## src/rtl/rca_seq_adder_pkg.sv

```systemverilog
// rtl/rca_seq_adder_pkg.sv - shared constants, FSM state encoding and sizing helpers for rca_seq_adder
package rca_seq_adder_pkg;

    localparam int SLICE_W = 4;

    typedef enum logic [1:0] {
        IDLE = 2'd0,
        RUN  = 2'd1,
        DONE = 2'd2
    } state_e;

    function automatic int nslice(input int width);
        return width / SLICE_W;
    endfunction

    // Counter is at least one bit wide so the smallest legal WIDTH still elaborates.
    function automatic int cnt_w(input int width);
        return (nslice(width) > 1) ? $clog2(nslice(width)) : 1;
    endfunction

endpackage

```

## src/rtl/rca_slice4.sv

```systemverilog
// rtl/rca_slice4.sv - combinational 4-bit ripple-carry slice built from full-adder cells
module rca_slice4
    import rca_seq_adder_pkg::*;
(
    input  logic [SLICE_W-1:0] a,
    input  logic [SLICE_W-1:0] b,
    input  logic               cin,
    output logic [SLICE_W-1:0] sum,
    output logic               cout
);

    logic [SLICE_W:0] c;

    assign c[0] = cin;

    for (genvar i = 0; i < SLICE_W; i++) begin : g_fa
        assign sum[i]   = a[i] ^ b[i] ^ c[i];
        assign c[i + 1] = (a[i] & b[i]) | (c[i] & (a[i] ^ b[i]));
    end

    assign cout = c[SLICE_W];

endmodule

```

## src/rtl/rca_seq_adder.sv

```systemverilog
// rtl/rca_seq_adder.sv - nibble-serial WIDTH-bit adder on one shared slice; SEQ_ADD_SUB_EN adds subtract
module rca_seq_adder
    import rca_seq_adder_pkg::*;
#(
    parameter int WIDTH = 16
) (
    input  logic             clk,
    input  logic             rst_n,
    input  logic             in_valid,
    output logic             in_ready,
    input  logic [WIDTH-1:0] in1,
    input  logic [WIDTH-1:0] in2,
    input  logic             cin,
`ifdef SEQ_ADD_SUB_EN
    input  logic             sub,
`endif
    output logic             out_valid,
    input  logic             out_ready,
    output logic [WIDTH-1:0] sum,
    output logic             cout
);

    localparam int NSLICE = nslice(WIDTH);
    localparam int CW     = cnt_w(WIDTH);
    localparam logic [CW-1:0] LAST = CW'(NSLICE - 1);

    localparam logic [1:0] S_IDLE = IDLE;
    localparam logic [1:0] S_RUN  = RUN;
    localparam logic [1:0] S_DONE = DONE;

    logic [1:0]         state;
    logic [WIDTH-1:0]   a_q;
    logic [WIDTH-1:0]   b_q;
    logic               carry_q;
    logic               cout_q;
    logic [CW-1:0]      idx;
    logic [SLICE_W-1:0] sum_n [NSLICE];

    logic [SLICE_W-1:0] a_nib [NSLICE];
    logic [SLICE_W-1:0] b_nib [NSLICE];
    logic [SLICE_W-1:0] s_a;
    logic [SLICE_W-1:0] s_b;
    logic [SLICE_W-1:0] s_sum;
    logic               s_cout;
    logic               sub_sel;

`ifdef SEQ_ADD_SUB_EN
    assign sub_sel = sub;
`else
    assign sub_sel = 1'b0;
`endif

    for (genvar g = 0; g < NSLICE; g++) begin : g_nib
        assign a_nib[g]                       = a_q[g*SLICE_W +: SLICE_W];
        assign b_nib[g]                       = b_q[g*SLICE_W +: SLICE_W];
        assign sum[g*SLICE_W +: SLICE_W]      = sum_n[g];
    end

    assign s_a = a_nib[idx];
    assign s_b = b_nib[idx];

    rca_slice4 u_slice (
        .a    (s_a),
        .b    (s_b),
        .cin  (carry_q),
        .sum  (s_sum),
        .cout (s_cout)
    );

    always_ff @(posedge clk) begin
        if (!rst_n) begin
            state   <= S_IDLE;
            idx     <= '0;
            carry_q <= 1'b0;
            cout_q  <= 1'b0;
            a_q     <= '0;
            b_q     <= '0;
            for (int i = 0; i < NSLICE; i++) begin
                sum_n[i] <= '0;
            end
        end else begin
            case (state)
                S_IDLE: begin
                    if (in_valid) begin
                        // Subtract is A + ~B + 1, so the forced carry-in replaces cin.
                        a_q     <= in1;
                        b_q     <= sub_sel ? ~in2 : in2;
                        carry_q <= sub_sel | cin;
                        idx     <= '0;
                        state   <= S_RUN;
                    end
                end
                S_RUN: begin
                    sum_n[idx] <= s_sum;
                    carry_q    <= s_cout;
                    if (idx == LAST) begin
                        cout_q <= s_cout;
                        idx    <= '0;
                        state  <= S_DONE;
                    end else begin
                        idx <= idx + CW'(1);
                    end
                end
                S_DONE: begin
                    if (out_ready) begin
                        state <= S_IDLE;
                    end
                end
                default: state <= S_IDLE;
            endcase
        end
    end

    assign in_ready  = (state == S_IDLE);
    assign out_valid = (state == S_DONE);
    assign cout      = cout_q;

endmodule

```

## config.mk

```make
export PLATFORM = sky130hd
export DESIGN_NAME = rca_seq_adder
export DESIGN_NICKNAME = d
export VERILOG_FILES = /design/src/rtl/rca_seq_adder_pkg.sv /design/src/rtl/rca_slice4.sv /design/src/rtl/rca_seq_adder.sv
export SDC_FILE = /design/constraint.sdc
export NUM_CORES = 1
export LEC_CHECK = 0
export BUFFER_PORTS_ARGS = -buffer_cell sky130_fd_sc_hd__clkbuf_2
export CAP_MARGIN = 20
export CORE_ASPECT_RATIO = 0.5
export CORE_UTILIZATION = 30
export DETAILED_ROUTE_END_ITERATION = 16
export GPL_TIMING_DRIVEN = 0
export PLACE_DENSITY = 0.52
export SLEW_MARGIN = 10
export SYNTH_ARGS = -nofsm -noshare
export SYNTH_HDL_FRONTEND = slang
export SYNTH_HIERARCHICAL = 1
export SYNTH_SLANG_ARGS = --single-unit
```

## constraint.sdc

```tcl
create_clock -name clk -period 3.2 [get_ports clk]
set_input_delay 0.48 -clock clk [delete_from_list [all_inputs] [get_ports clk]]
set_output_delay 0.48 -clock clk [all_outputs]
set_load 0.05 [all_outputs]
```

==> results of run 1 <==
-- worst max-delay path: cells and delay by family, from the launching register on --
kind,cells,cell delay [ns]
adder cells (fa/ha/maj),4,1.37
AND/OR/NAND/NOR,1,0.16
buffers and inverters,5,0.47
multiplexers,1,0.53
flip-flops,1,0.37
-- cell type report --
class | instances | share of cell area [%]
sequential | 54 | 39.79
multi-input combinational | 125 | 36.79
timing repair buffer | 55 | 8.807
tap | 112 | 4.484
buffer | 13 | 4.323
clock buffer | 7 | 4.243
inverter | 13 | 1.561
-- stage by stage --
| stage | std cells | instance area, µm² | setup WS, ns |
|---|---|---|---|
| finish | 379 | 3126 | 0.1568 |
| global route | 379 | 3126 | 0.004257 |
| CTS | 379 | 3112 | 0.008316 |
| detailed placement | 372 | 2979 | 0.02794 |
| global placement | 372 | 2979 | 0.05030 |
| floorplan | 205 | 2564 | 0.3242 |
-- cell families (layout without fill, tap and decap cells) --
group                      after synthesis  in the layout
muxes                                   41             41
adders and majority gates                5              5
AOI/OAI and AO/OA                        9              9
buffers and inverters                   26             88
DFF                                     54             54
and+or+nand+nor                         70             70
-- power by group --
part           internal, mW  switching [mW]  total (mW)
combinational         0.114           0.145       0.258
sequential            0.745          0.0187       0.764
clock                 0.287           0.227       0.514
-- worst min-delay path by stage --
stage | start | end | slack (ns)
finish | cin | carry_q | 0.44
global route | cin | carry_q | 0.44
CTS | cin | carry_q | 0.43
detailed placement | carry_q | carry_q | 0.47
global placement | cout | cout | 0.47
floorplan | carry_q | carry_q | 0.45
-- Yosys cell counts (2+ instances only) --
| master | instances | area, µm² |
|---|---|---|
| a21boi_0 | 2 | 15.01 |
| a22oi_1 | 2 | 15.01 |
| and2_1 | 12 | 75.07 |
| and3_1 | 4 | 25.02 |
| buf_12 | 3 | 60.06 |
| buf_2 | 2 | 10.01 |
| buf_6 | 3 | 33.78 |
| clkbuf_1 | 4 | 15.01 |
| dfxtp_1 | 38 | 760.7 |
| edfxtp_1 | 16 | 480.5 |
| fa_1 | 4 | 80.08 |
| inv_1 | 13 | 48.80 |
| mux2i_1 | 33 | 330.3 |
| mux4_2 | 8 | 180.2 |
| nand2b_1 | 5 | 31.28 |
| nor2_1 | 2 | 7.510 |
| nor2b_1 | 36 | 225.2 |
| nor4b_4 | 2 | 47.55 |
| o21ai_0 | 3 | 15.01 |
-- flip-flops by register name, summed over array words and instances (netlist names) --
| register | count |
|---|---|
| cout | 1 |
| a_q | 16 |
| sum_n | 16 |
| carry_q | 1 |
| state | 2 |
| b_q | 16 |
| idx | 2 |
-- metal layers --
layer  part of all wire (%)  vias up  GRT usage [%]
met5                      0        -              0
met4                    1.5        0          4.741
met3                    4.4        8          3.754
met2                     43       36          19.54
met1                     51      758          16.34
li1                       -      815              -
==> summary.txt, run 1 <==
Compound-Gate Fraction of Synth Area: 2.391%
most frequent cells in the layout: clkbuf_2, nor2b_1, dfxtp_1, mux2i_1, edfxtp_1
worst clock skew: 0.004507 ns
min Tclk post-route: 3.043 ns
Final Wtd Congestion: 0.7490
drt via density: 4.266
largest net degree at the start of global routing: 15
Main synth FF type: dfxtp_1
Simple-Gate Fraction of Synth Area: 18.94%
leakage: 1.313 nW
clk buf depth: 2
R2R Path End: sum_n[3][3]
Die Y: 67.37 µm
Num Clock Sinks: 54
CP Class: flop to flop
worst path cell trace: buf_12 -> mux4_2 -> fa_1 -> inv_1 -> fa_1 -> inv_1 -> fa_1 -> inv_1 -> fa_1 -> inv_1 -> and3_1
outcome: finished clean
via count: 1617
die area: 8942 µm²
CTS resizes: 0
WL/cell: 13.70 µm
Least-Margin Pin Slew: 0.5785 ns
CP max stage delay: 0.53 ns
fmax: 328.6 MHz
register area: 1244 µm²
hold_buf cts: 0
Cells after Synth: 205
multi-input logic area: 1150 µm²
synthesized cell area: 2564 µm²
reg2reg start: idx[0]
Total GRT Usage: 12.44%
reg2reg path depth: 11
Skew-Pair Late Insertion Delay: 0.29 ns
largest family of logic cells by synthesized area: multiplexers
DRT Pass-1 Iters: 4
final hold slack: 0.4382 ns
RSZ-0062 raised after global routing: no
WHS Path Cells: 3
core area: 8144 µm²
Critical Path Fanout Max: 10
DRC: 0
Hold Crit Class: input port to flop
clk root buf: clkbuf_16
Synth Area in Adders: 3.612%
Die Wd: 132.7 µm
Num CTS Buffers: 5
Max-Cap Viols: 0
H-tree levels: 2
number of global-route vias before repair: 1645
Synth async-reset ratio: 0%
Netlist cell types: 32
relative slew slack: 61.03%
DRT iter0 DRCs: 33
Area growth, synth to finish: 21.91%
Synth Area in XOR/XNOR: 0%
post-CTS setup repair buffer count: 0
startpoint type of the worst setup path: flop
Buffers on Ports: 55
pwr dens: 491.5 nW/µm²
Util after Layout: 38.38%
Top-Level Pins: 56
CP endpoint: sum_n[3][3]
share of cells above drive strength 1: 31.46%
fin crit share: 95.10%
DP HPWL: 3924 µm
final WL: 5193 µm
std cell rows: 23
nets: 309
Setup TNS: 0 ns
CP Capture Type: flop
Design Power: 1.536 mW
post-synthesis mux area share: 19.91%
final hold violations: 0
CTS tree: yes
r2r setup slk: 0.16 ns
most common cell after layout, fill and taps aside: clkbuf_2
final setup fails: 0
ant diodes: 0
number of synthesized flops with an enable pin: 16
worst path arrival time: 3.21 ns
post-synthesis sequential area ratio: 48.41%
Crit path required time: 3.36 ns
Final Slew Violations: 0
Syn Area/Cell: 12.51 µm²
initial antenna violation count: 0
FILL cells: 810
#FFs+latches synth: 54
gr ovfl total: 0
maximum VDD drop: 0.1829 mV
Setup crit start: idx[0]
Final ANT Viol Nets: 0
Starting Density: 31.48%
Clock transition at path regs: 0.06 ns
synth warn: 6
CP max stage cell: mux4_2
global-route wire length before repair: 8176 µm
syn_nets: 247
Note: power is estimated with default switching activity, not from simulation.
==> inputs of run 2 (changes only) <==
==> constraint.sdc (replaced) <==
create_clock -name clk -period 3.8 [get_ports clk]
set_input_delay 0.57 -clock clk [delete_from_list [all_inputs] [get_ports clk]]
set_output_delay 0.57 -clock clk [all_outputs]
set_load 0.05 [all_outputs]
==> run 2 against run 1 <==
Hold slack better by 0.036 ns. Clock power down 16%. Final area down 0.44%. Critical path type unchanged. Critical endpoint unchanged. Largest cell class unchanged.
==> summary.txt, run 2 (synthesis gave the netlist of run 1 again) <==
clk buf depth: 2 (unchanged)
Setup TNS: 0 ns (unchanged)
multi-input logic area: 1150 µm² (unchanged)
final setup fails: 0 (unchanged)
hold_buf cts: 0 (unchanged)
final WL: 5189 µm (about the same)
clk root buf: clkbuf_16
maximum VDD drop: 0.1539 mV (-16%)
Max-Cap Viols: 0 (unchanged)
R2R Path End: sum_n[3][3]
Total GRT Usage: 12.44% (unchanged)
CTS tree: yes
via count: 1619 (+0.12%)
ant diodes: 0 (unchanged)
Clock transition at path regs: 0.06 ns (about the same)
biggest regs: a_q (16), b_q (16), sum_n (16)
worst clock skew: 0.004701 ns (+0.0001933 ns)
DRT Pass-1 Iters: 4 (unchanged)
Buffers on Ports: 55 (unchanged)
pwr dens: 415.2 nW/µm² (-16%)
relative slew slack: 61.02% (about the same)
reg2reg start: idx[1]
Area growth, synth to finish: 21.38%
r2r setup slk: 0.62 ns (+0.46 ns)
drt via density: 4.272 (+0.12%)
Hold Crit Class: flop to flop
reg2reg path depth: 11 (unchanged)
Starting Density: 31.48% (unchanged)
Design Power: 1.292 mW (-16%)
Top-Level Pins: 56 (unchanged)
Least-Margin Pin Slew: 0.5785 ns (+0.00002646 ns)
Final Slew Violations: 0 (unchanged)
initial antenna violation count: 0 (unchanged)
final hold violations: 0 (unchanged)
DRC: 0 (unchanged)
share of cells above drive strength 1: 30.71% (-0.75 points)
register area: 1241 µm² (-0.20%)
FILL cells: 812 (+0.25%)
hold path startpoint: cout
WL/cell: 13.69 µm (about the same)
std cell rows: 23 (unchanged)
Crit path required time: 3.96 ns (+0.60 ns)
gr ovfl total: 0 (unchanged)
leakage: 1.310 nW (-0.24%)
core area: 8144 µm² (unchanged)
most frequent cells in the layout: clkbuf_2, dfxtp_1, nor2b_1, mux2i_1, edfxtp_1
Die Y: 67.37 µm (unchanged)
Final ANT Viol Nets: 0 (unchanged)
final hold slack: 0.4743 ns (+0.03609 ns)
fin crit share: 83.78% (-11 points)
CTS resizes: 0 (unchanged)
WHS Path Cells: 2 (-1)
post-CTS setup repair buffer count: 0 (unchanged)
worst hold endpoint: cout
RSZ-0062 raised after global routing: no
worst path arrival time: 3.35 ns (+0.14 ns)
global-route wire length before repair: 8176 µm (unchanged)
min Tclk post-route: 3.183 ns (+0.1402 ns)
Critical Path Fanout Max: 10 (unchanged)
Skew-Pair Late Insertion Delay: 0.29 ns (about the same)
die area: 8942 µm² (unchanged)
fin area: 3112 µm² (-0.44%)
CP Class: flop to flop
startpoint type of the worst setup path: flop
Num CTS Buffers: 5 (unchanged)
Die Wd: 132.7 µm (unchanged)
Final Wtd Congestion: 0.7490 (unchanged)
number of global-route vias before repair: 1645 (unchanged)
nets: 309 (unchanged)
worst path cell trace: buf_2 -> mux4_2 -> fa_1 -> inv_1 -> fa_1 -> inv_1 -> fa_1 -> inv_1 -> fa_1 -> inv_1 -> and3_1
H-tree levels: 2 (unchanged)
DP HPWL: 3924 µm (unchanged)
Placed Area: 2979 µm² (unchanged)
CP max stage delay: 0.48 ns (-0.05 ns)
fmax: 314.1 MHz (-4.4%)
Num Clock Sinks: 54 (unchanged)
outcome: finished clean
CP max stage cell: dfxtp_1
most common cell after layout, fill and taps aside: clkbuf_2
largest net degree at the start of global routing: 15 (unchanged)
CP Capture Type: flop
DRT iter0 DRCs: 29 (-12%)
## run 2: report_power, final
group | internal (mW) | switching [mW] | leakage [nW]
clock network | 0.241 | 0.191 | 0.0640
logic | 0.0944 | 0.122 | 0.767
registers | 0.627 | 0.0155 | 0.478
total | 0.963 | 0.329 | 1.31
## run 2: worst max-delay path, delay by kind of cell (launching register included)
| kind | cells | cell delay [ns] |
|---|---|---|
| multiplexers | 1 | 0.38 |
| flip-flops | 1 | 0.48 |
| AND/OR/NAND/NOR | 1 | 0.16 |
| buffers and inverters | 5 | 0.66 |
| adder cells (fa/ha/maj) | 4 | 1.37 |
## run 2: per-layer routing
metal  vias to the layer above  wire [µm]  global-route usage (%)
met3                         7        249                   3.754
met2                        39       2243                   19.54
li1                        814          -                       -
met1                       759       2615                   16.34
met5                         -          0                       0
met4                         0         80                   4.741
## run 2: area by class of cell
class	count	area share, %
plain buffers	13	3.981
flip-flops and latches	54	39.89
inverters	13	1.568
multi-input cells	125	36.95
clock buffers	7	4.262
repair buffers	55	8.846
well taps	112	4.503
## run 2: per-stage QoR
| stage | instances | util, % | setup WS [ns] |
|---|---|---|---|
| finish | 379 | 38.21 | 0.6165 |
| CTS | 379 | 38.21 | 0.6083 |
| global route | 379 | 38.21 | 0.4631 |
| floorplan | 205 | - | 0.9242 |
| detailed placement | 372 | 36.58 | 0.6279 |
| global placement | 372 | 36.58 | 0.6503 |
## run 2: how the worst max path moves through the flow
| stage | startpoint | end | cells after the start |
|---|---|---|---|
| floorplan | idx[0] | sum_n[3][3] | 11 |
| global placement | idx[1] | sum_n[3][3] | 11 |
| detailed placement | idx[1] | sum_n[3][3] | 11 |
| CTS | idx[1] | sum_n[3][3] | 11 |
| global route | idx[1] | sum_n[3][3] | 11 |
| finish | idx[1] | sum_n[3][3] | 11 |
